[config.mk]
export PLATFORM = sky130hd
export DESIGN_NAME = sgdmac_write_engine
export DESIGN_NICKNAME = d
export VERILOG_FILES = /design/src/rtl/sgdmac_pkg.sv /design/src/rtl/sgdmac_write_engine.sv
export SDC_FILE = /design/constraint.sdc
export NUM_CORES = 1
export LEC_CHECK = 0
export ABC_AREA = 0
export BUFFER_PORTS_ARGS = -buffer_cell sky130_fd_sc_hd__buf_2
export CAP_MARGIN = 20
export CORE_MARGIN = 3
export CORE_UTILIZATION = 47
export CTS_CLUSTER_SIZE = 25
export DETAILED_ROUTE_END_ITERATION = 10
export GPL_TIMING_DRIVEN = 0
export PLACE_DENSITY = 0.8
export SETUP_SLACK_MARGIN = 0.1
export SLEW_MARGIN = 0
export SYNTH_ARGS = -nofsm -noshare
export SYNTH_HDL_FRONTEND = slang
export SYNTH_SLANG_ARGS = --single-unit
[constraint.sdc]
create_clock -name clk -period 3.9 [get_ports clk]
set_input_delay 0.195 -clock clk [delete_from_list [all_inputs] [get_ports clk]]
set_output_delay 0.195 -clock clk [all_outputs]
set_load 0.1 [all_outputs]
[src/rtl/sgdmac_pkg.sv]
// Shared types, AXI constants and burst helpers for the scatter-gather DMA engines.
package sgdmac_pkg;

    typedef enum logic [1:0] {
        IDLE,
        AW,
        W,
        B
    } state_t;

    localparam int         MAX_BURST_BYTES = 64;
    localparam logic [2:0] AXI_SIZE_4B     = 3'b010;
    localparam logic [1:0] AXI_BURST_INCR  = 2'b01;
    localparam logic [1:0] AXI_RESP_OKAY   = 2'b00;

    // Burst length (beats - 1) for the next burst given the bytes still to move.
    function automatic logic [3:0] calc_len(input logic [15:0] remaining);
        logic [3:0] words;
        words = remaining[5:2];
        if (remaining >= 16'(MAX_BURST_BYTES)) begin
            calc_len = 4'hF;
        end else begin
            calc_len = words - 4'd1;
        end
    endfunction

endpackage

[src/rtl/sgdmac_write_engine.sv]
// Write side of the scatter-gather DMA: drains the data FIFO into memory
// as AXI3 INCR bursts of up to 16 words, one burst outstanding at a time.
module sgdmac_write_engine
    import sgdmac_pkg::*;
#(
    parameter int         FIFO_DEPTH = 64,
    parameter logic [3:0] AXI_ID     = 4'd0
) (
    input  logic                          clk,
    input  logic                          rst,
    input  logic                          start_i,
    input  logic [47:0]                   cmd_i,
    output logic                          done_o,
    output logic                          err_o,
    input  logic                          fifo_empty_i,
    input  logic [$clog2(FIFO_DEPTH):0]   fifo_cnt_i,
    input  logic [31:0]                   fifo_rdata_i,
    output logic                          fifo_rden_o,
    output logic [3:0]                    awid_o,
    output logic [31:0]                   awaddr_o,
    output logic [3:0]                    awlen_o,
    output logic [2:0]                    awsize_o,
    output logic [1:0]                    awburst_o,
    output logic                          awvalid_o,
    input  logic                          awready_i,
    output logic [3:0]                    wid_o,
    output logic [31:0]                   wdata_o,
    output logic [3:0]                    wstrb_o,
    output logic                          wlast_o,
    output logic                          wvalid_o,
    input  logic                          wready_i,
    input  logic [3:0]                    bid_i,
    input  logic [1:0]                    bresp_i,
    input  logic                          bvalid_i,
    output logic                          bready_o
);

    state_t      state_q, state_d;
    logic [31:0] addr_q, addr_d;
    logic [15:0] remaining_q, remaining_d;
    logic [3:0]  beat_cnt_q, beat_cnt_d;
    logic [3:0]  len_q, len_d;
    logic        err_q, err_d;

    logic [3:0]  next_len;
    logic [4:0]  burst_words;
    logic        fifo_ready;
    logic        beat_fire;

    logic unused_ok;
    assign unused_ok = ^{bid_i, cmd_i[1:0]};

    assign next_len    = calc_len(remaining_q);
    assign burst_words = {1'b0, next_len} + 5'd1;
    // Holding AW until the whole burst is buffered keeps W from ever stalling.
    assign fifo_ready  = 32'(fifo_cnt_i) >= 32'(burst_words);

    assign awid_o    = AXI_ID;
    assign awaddr_o  = addr_q;
    assign awlen_o   = next_len;
    assign awsize_o  = AXI_SIZE_4B;
    assign awburst_o = AXI_BURST_INCR;
    assign wid_o     = AXI_ID;
    assign wdata_o   = fifo_rdata_i;
    assign wstrb_o   = 4'hF;
    assign err_o     = err_q;

    always_ff @(posedge clk) begin
        if (rst) begin
            state_q     <= IDLE;
            addr_q      <= '0;
            remaining_q <= '0;
            beat_cnt_q  <= '0;
            len_q       <= '0;
            err_q       <= 1'b0;
        end else begin
            state_q     <= state_d;
            addr_q      <= addr_d;
            remaining_q <= remaining_d;
            beat_cnt_q  <= beat_cnt_d;
            len_q       <= len_d;
            err_q       <= err_d;
        end
    end

    always_comb begin
        state_d     = state_q;
        addr_d      = addr_q;
        remaining_d = remaining_q;
        beat_cnt_d  = beat_cnt_q;
        len_d       = len_q;
        err_d       = err_q;
        done_o      = 1'b0;
        awvalid_o   = 1'b0;
        wvalid_o    = 1'b0;
        wlast_o     = 1'b0;
        fifo_rden_o = 1'b0;
        bready_o    = 1'b0;
        beat_fire   = 1'b0;

        unique case (state_q)
            IDLE: begin
                done_o = 1'b1;
                if (start_i) begin
                    addr_d      = cmd_i[47:16];
                    // Word granularity: the low two count bits never reach the datapath.
                    remaining_d = {cmd_i[15:2], 2'b00};
                    err_d       = 1'b0;
                    if (cmd_i[15:2] != '0) begin
                        state_d = AW;
                    end
                end
            end
            AW: begin
                awvalid_o = fifo_ready;
                if (fifo_ready && awready_i) begin
                    len_d      = next_len;
                    beat_cnt_d = '0;
                    addr_d     = addr_q + 32'(MAX_BURST_BYTES);
                    if (remaining_q < 16'(MAX_BURST_BYTES)) begin
                        remaining_d = '0;
                    end else begin
                        remaining_d = remaining_q - 16'(MAX_BURST_BYTES);
                    end
                    state_d = W;
                end
            end
            W: begin
                wvalid_o    = !fifo_empty_i;
                wlast_o     = (beat_cnt_q == len_q);
                beat_fire   = !fifo_empty_i && wready_i;
                fifo_rden_o = beat_fire;
                if (beat_fire) begin
                    beat_cnt_d = beat_cnt_q + 4'd1;
                    if (beat_cnt_q == len_q) begin
                        state_d = B;
                    end
                end
            end
            B: begin
                bready_o = 1'b1;
                if (bvalid_i) begin
                    if (bresp_i != AXI_RESP_OKAY) begin
                        err_d = 1'b1;
                    end
                    state_d = (remaining_q == '0) ? IDLE : AW;
                end
            end
            default: begin
                state_d = IDLE;
            end
        endcase
    end

endmodule
==> flow_summary.yaml, run 1 <==
run_status:
  run_status: "completed"
worst_setup_path:
  worstSetupStartpointType: "flop"
  cp_slowest_stage_delay_ns: 0.42
  crit_fanout: 10
  cp_slowest_cell: "sky130_fd_sc_hd__or3_4"
  crit_arrival_ns: 3.93
  crit_path_buf_inv_count: 2
  path_class: "flop to flop"
  crit_path_cells: "or3_4 > or3_4 > a211oi_4 > buf_6 > nand2_4 > ha_4 > xnor2_2 > ha_1 > a21o_1 > a31oi_4 > o221ai_4 > nand2_1 > buf_2 > a211oi_1 > a211oi_1"
  timing.critical_path.required_ns: 4.15
  cp_top_family: "compound AO/OA/AOI/OAI gates"
  end_kind: "flop"
drt:
  antenna_violating_nets_post_route: 0
  drtIter0Drc: 405
  drt-pass1-iter-count: 5
  viasPerCell: 5.66
  num_vias: 4540
  drt_drc_violations_left: 0
  totalWireLength_mm: 12.9
  routed_wire_length_per_instance_um: 16.1
floorplan:
  std_cell_rows: 33
  die_extent_in_x_um: 98.6
  core_area_um2: 8260
  fp.dieArea_um2: 9720
  starting_density: 0.488
  die-height_um: 98.6
  ioPinCount: 192
timing:
  timing_max_transition_violations_final: 0
  timing.final.hold_violations: 0
  worst_slack_setup_final_ns: 0.219
  timing.fmax_mhz: 272
  timing_worst_slew_pin_value_ns: 0.676
  finalSetupViolations: 0
  slew_headroom: 0.548
  min_period_ns: 3.68
  finalClockSkew_ns: 0.0105
  grt_setup_unrepaired: "no"
  final.period_utilization: 0.944
place:
  globalplace.congestion: 0.928
  place_ws_ns: -0.292
  place.port_buffers: 135
  dp_hpwl_mm: 9.62
synth:
  async_flop_share: 0
  synth_seq_area_share: 0.283
  yosys.area.top_type_share: 0.283
  library_cell_with_the_highest_instance_count_after_synthesis: "sky130_fd_sc_hd__dfxtp_1"
  flip_flop_and_latch_count_after_synthesis: 57
  synth_ff_type: "sky130_fd_sc_hd__dfxtp_1"
  post_synth_inst_count: 525
  yosys-top-cells-count: "sky130_fd_sc_hd__dfxtp_1, sky130_fd_sc_hd__buf_4, sky130_fd_sc_hd__a21oi_1"
  yosys-top-cells-area: "sky130_fd_sc_hd__dfxtp_1, sky130_fd_sc_hd__buf_4, sky130_fd_sc_hd__a21oi_1"
  netlist.top_cell.by_area: "sky130_fd_sc_hd__dfxtp_1"
  synth.cell_area_um2: 4030
  yosysUniqueCellTypes: 61
  synthesis.area_per_instance_um2: 7.67
  synth_enable_flop_cells: 0
  synth.yosys.warnings: 0
global_routing:
  overflow: 0
  pin_count_of_the_biggest_net_entering_global_routing: 11
  grt_first_pass_wirelength_mm: 19.8
  first_global_vias: 4125
  initial_antenna_violation_count: 0
  grt_util_all_layers: 0.249
power_and_ir_drop:
  net_switching_fraction_of_the_power: 0.605
  leakage_power_figure_nw: 2.43
  clkPwrFrac: 0.104
  p_seq_frac: 0.192
  internal_power_mw: 2.08
  pwr-share-comb: 0.704
  net-switching-power_mw: 3.18
  power_density_nw_per_um2: 993
  peak_supply_drop_uv: 507
clocking:
  number_of_clock_buffers_inserted_by_tritoncts: 9
  number_of_sinks_driven_by_the_clock_tree: 57
  path_clk_slew_ns: 0.06
  cts-root-to-sink-buffers: 2
  cts_hold_buf: 0
  cts.htree.levels: 3
  clkLatencyLatePin_ns: 0.34
  ctsRootBufferMaster: "sky130_fd_sc_hd__clkbuf_8"
  clock_tree_from_tritoncts: "built"
final_layout:
  flow.area_growth_from_synthesis_pct: 31.5
  n_antenna_cell: 0
  drive_above_1_share: 0.352
  finalNetCount: 810
  postLayoutCoreUtil: 0.641
job:
  max_capacitance_violation_total: 0
min_path:
  worstHoldPathType: "input pin to flop"
==> sequential cells by signal, summed over array words and instances (netlist names) <==
name         count
len_q            4
err_o            1
beat_cnt_q       4
remaining_q     14
state_q          2
awaddr_o        32
==> logic make-up (layout without fill, tap and decap cells) <==
logic type      count (synthesis)  count (layout)  share of synthesized area
simple gates                  177             177                      0.231
flops                          57              57                      0.283
buf+inv                        98             255                      0.139
other cells                     2              17                    0.00186
xor+xnor                       12              12                     0.0261
fa+ha+maj                      18              18                     0.0559
compound gates                154             154                      0.246
mux                             7               7                     0.0177
==> per-stage QoR <==
step                      total power [mW]  setup TNS [ns]  cells  instance area (um^2)  hold WS, ns
final                                 5.26               0    802                  5300        0.101
after global routing                  5.54               0    802                  5300        0.110
after CTS                             5.08               0    799                  5200        0.101
after detailed placement              4.43           -6.36    780                  4960        0.456
after global placement                4.35           -2.34    780                  4960        0.449
after floorplan                       3.75               0    540                  4150        0.331
==> power by group through the flow <==
stage               Combinational, mW  Sequential [mW]  Clock [mW]
floorplan                        1.95             1.80           0
global placement                 3.36            0.996           0
detailed placement               3.42             1.01           0
CTS                              3.53            0.995       0.550
global route                     3.92             1.04       0.580
finish                           3.70             1.01       0.549
==> worst register-to-register path, delay by kind of cell (launching register included) <==
family,cells,cell delay (ns)
AOI/OAI and AO/OA,6,1.15
and+or+nand+nor,4,1.05
adders and majority gates,2,0.49
buffers and inverters,2,0.45
DFF,1,0.32
xor gates and xnor gates,1,0.13
==> cell type report <==
cell class,count,area (um^2)
buffer,78,503
clock buffer,13,149
clock inverter,3,40.0
fill,759,2960
inverter,20,75.1
multi-input combinational,385,2530
sequential,57,1140
tap,105,131
timing repair buffer,141,727
==> worst paths after layout <==
kind / start / end / slack, ns / cells after the start
min reg2reg: err_o / err_o / 0.47 / 2
min: cmd_i[3] / remaining_q[3] / 0.10 / 3
max reg2reg: remaining_q[12] / remaining_q[7] / 0.22 / 15
max: remaining_q[12] / remaining_q[7] / 0.22 / 15
==> placed cells by master (no fill, tap or decap), types with 10 or more instances in the layout <==
master and count:
sky130_fd_sc_hd__clkbuf_1 20, sky130_fd_sc_hd__and3_1 10, sky130_fd_sc_hd__buf_4 57, sky130_fd_sc_hd__clkbuf_8 10, sky130_fd_sc_hd__ha_1 17, sky130_fd_sc_hd__nand2_1 42, sky130_fd_sc_hd__dfxtp_1 57, sky130_fd_sc_hd__inv_1 19
sky130_fd_sc_hd__conb_1 17, sky130_fd_sc_hd__buf_2 138, sky130_fd_sc_hd__nor3_1 16, sky130_fd_sc_hd__nor2_1 37, sky130_fd_sc_hd__a21oi_1 44, sky130_fd_sc_hd__o21ai_0 41, sky130_fd_sc_hd__nand3_1 12
==> repair_timing <==
item	CTS	global route
buffers inserted	3	3
setup endpoints to repair	42	49
gates cloned	0	0
gates resized for setup	11	20
pin swaps	1	3
==> metal layers <==
layer / up-vias / GRT usage / share of wire
li1: 2152 / - / -
met1: 2054 / 0.318 / 0.39
met2: 294 / 0.409 / 0.48
met3: 40 / 0.0453 / 0.11
met4: 0 / 0.112 / 0.028
met5: - / 0 / 0
No activity file was read; power rests on OpenSTA's default activity.
==> run 2, diff against run 1 <==
--- a/config.mk
+++ b/config.mk
@@ -8,12 +8,14 @@
 export ABC_AREA = 0
 export BUFFER_PORTS_ARGS = -buffer_cell sky130_fd_sc_hd__buf_2
 export CAP_MARGIN = 20
+export CORE_ASPECT_RATIO = 0.9
 export CORE_MARGIN = 3
 export CORE_UTILIZATION = 47
 export CTS_CLUSTER_SIZE = 25
 export DETAILED_ROUTE_END_ITERATION = 10
 export GPL_TIMING_DRIVEN = 0
 export PLACE_DENSITY = 0.8
+export RECOVER_POWER = 50
 export SETUP_SLACK_MARGIN = 0.1
 export SLEW_MARGIN = 0
 export SYNTH_ARGS = -nofsm -noshare
==> run 2 against run 1 <==
Clock power increased by 4.4%. Non-clock buffer count decreased by 4. Final area decreased by 2.5%. Sequential cell count unchanged. Clock skew about the same. Sequential share of layout area increased by 0.55 points. Utilization decreased by 1.0 points. Final cell count increased by 0.62%. Highest routed layer unchanged. Sequential power about the same. Largest cell class unchanged. Largest power group unchanged.
==> flow_summary.yaml, run 2 (same netlist as run 1, synthesis figures left out) <==
clocking:
  number_of_sinks_driven_by_the_clock_tree: 57
  cts-root-to-sink-buffers: 2
  clkLatencyLatePin_ns: 0.35
  number_of_clock_buffers_inserted_by_tritoncts: 9
  ctsRootBufferMaster: "sky130_fd_sc_hd__clkbuf_8"
  cts.htree.levels: 3
  clock_tree_from_tritoncts: "built"
  path_clk_slew_ns: 0.07
drt:
  drt_drc_violations_left: 0
  routed_wire_length_per_instance_um: 17.0
  drt-pass1-iter-count: 6
  drtIter0Drc: 506
  totalWireLength_mm: 13.7
  num_vias: 4563
  antenna_violating_nets_post_route: 0
  viasPerCell: 5.65
place:
  place.port_buffers: 135
  globalplace.congestion: 0.926
  dp_hpwl_mm: 10.1
  placedInstanceArea_um2: 4970
timing:
  timing_worst_slew_pin_value_ns: 1.20
  total_negative_setup_slacks_ns: 0
  finalClockSkew_ns: 0.0102
  final.period_utilization: 0.954
  finalSetupViolations: 0
  slew_headroom: 0.207
  grt_setup_unrepaired: "yes"
  timing.fmax_mhz: 269
  min_period_ns: 3.72
  timing.final.hold_violations: 0
  timing_max_transition_violations_final: 0
final_layout:
  stdcell_area_um2: 5160
  fillCellCount: 753
  flow.area_growth_from_synthesis_pct: 28.2
  finalNetCount: 806
  layout_commonest_cell: "sky130_fd_sc_hd__clkbuf_1"
  flip_flop_count_of_the_largest_register_all_copies_and_words_added: 32
  mostFrequentLayoutCells: "sky130_fd_sc_hd__clkbuf_1, sky130_fd_sc_hd__buf_2, sky130_fd_sc_hd__dfxtp_1, sky130_fd_sc_hd__buf_4, sky130_fd_sc_hd__a21oi_1"
  n_antenna_cell: 0
  drive_above_1_share: 0.244
worst_setup_path:
  reg2reg_from: "remaining_q[12]"
  crit_path_buf_inv_count: 1
  worstSetupEndpoint: "awvalid_o"
  cp_top_family: "simple AND/OR/NAND/NOR gates"
  crit_fanout: 6
  worst_setup_path_startpoint: "remaining_q[12]"
  worst_path_most_repeated_cell: "sky130_fd_sc_hd__or3_4"
  ff2ff_setup_slack_ns: 0.22
  crit_cells: 12
  crit_path_cells: "or3_4 > or3_4 > a211oi_4 > nand2_4 > ha_4 > xnor2_1 > ha_1 > a21o_1 > a31oi_2 > o21ai_0 > and2_2 > buf_6"
  cp_slowest_stage_delay_ns: 0.42
  regToRegEndpoint: "awaddr_o[23]"
  timing.critical_path.required_ns: 3.70
  path_class: "flop to output port"
  cp_slowest_cell: "sky130_fd_sc_hd__or3_4"
  r2r_cells: 15
  end_kind: "output port"
  crit_arrival_ns: 3.53
  worstSetupStartpointType: "flop"
power_and_ir_drop:
  peak_supply_drop_uv: 630
  pwr-share-comb: 0.692
  net-switching-power_mw: 3.17
  leakage_power_figure_nw: 2.18
  net_switching_fraction_of_the_power: 0.615
  clkPwrFrac: 0.111
  power_density_nw_per_um2: 999
  internal_power_mw: 1.99
  p_seq_frac: 0.197
floorplan:
  die_extent_in_x_um: 104
  core_area_um2: 8180
  std_cell_rows: 31
  fp.dieArea_um2: 9720
  die-height_um: 93.8
  ioPinCount: 192
  starting_density: 0.492
global_routing:
  grt_first_pass_wirelength_mm: 20.8
  initial_antenna_violation_count: 0
  first_global_vias: 4198
  grt_util_all_layers: 0.266
  overflow: 0
  pin_count_of_the_biggest_net_entering_global_routing: 11
job:
  max_capacitance_violation_total: 0
min_path:
  hold_path.startpoint: "cmd_i[18]"
  worstHoldPathType: "input pin to flop"
run_status:
  run_status: "completed"
## run 2: how the worst min path moves through the flow
stage                     end  cells past startpoint
3_3_place_gp      awaddr_o[4]                      3
5_1_grt           awaddr_o[3]                      3
4_1_cts           awaddr_o[2]                      3
3_5_place_dp      awaddr_o[5]                      3
6_report          awaddr_o[2]                      3
2_1_floorplan  remaining_q[2]                      2
## run 2: layout make-up
class                      count  area (um^2)  area share
inverter                      20         75.1      0.0145
multi-input combinational    385         2480       0.481
clock buffer                  12          155      0.0300
clock inverter                 3         40.0     0.00775
tap                          115          144      0.0279
buffer                        78          512      0.0991
sequential                    57         1140       0.221
timing repair buffer         137          614       0.119
## run 2: power by group through the flow
stage	clock, mW	combinational [mW]	sequential [mW]
5_1_grt	0.600	3.78	1.04
3_3_place_gp	0	3.37	0.996
3_5_place_dp	0	3.45	1.01
2_1_floorplan	0	1.95	1.80
6_report	0.573	3.57	1.02
4_1_cts	0.572	3.55	0.997
## run 2: worst min-delay path, delay by kind of cell
family	cells	cell delay, ns
compound gates	1	0.06
buf+inv	1	0.08
simple gates	1	0.07
## run 2: timing repair
| action | 4_1_cts | 5_1_grt |
|---|---|---|
| pin swaps | 2 | 1 |
| cloned | 0 | 0 |
| hold buffers | 0 | 0 |
| gates resized for setup | 15 | 8 |
| buffers inserted | 2 | 0 |
| setup endpoints to repair | 45 | 30 |
## run 2: metrics by stage
step	cells	util	hold WS [ns]	total power [mW]	worst slack (ns)
floorplan	540	-	0.331	3.75	0.109
global placement	790	0.607	0.443	4.36	-0.191
detailed placement	790	0.607	0.457	4.45	-0.343
CTS	807	0.638	0.0957	5.12	0.124
global route	807	0.631	0.114	5.42	0.0932
finish	807	0.631	0.0954	5.16	0.178
## run 2: routing by layer
layer  vias up  GRT usage  wire length [um]
li1       2152          -                 -
met2       308      0.440              6350
met5         -          0                 0
met4         0     0.0952               295
met1      2072      0.333              5410
met3        31     0.0756              1640
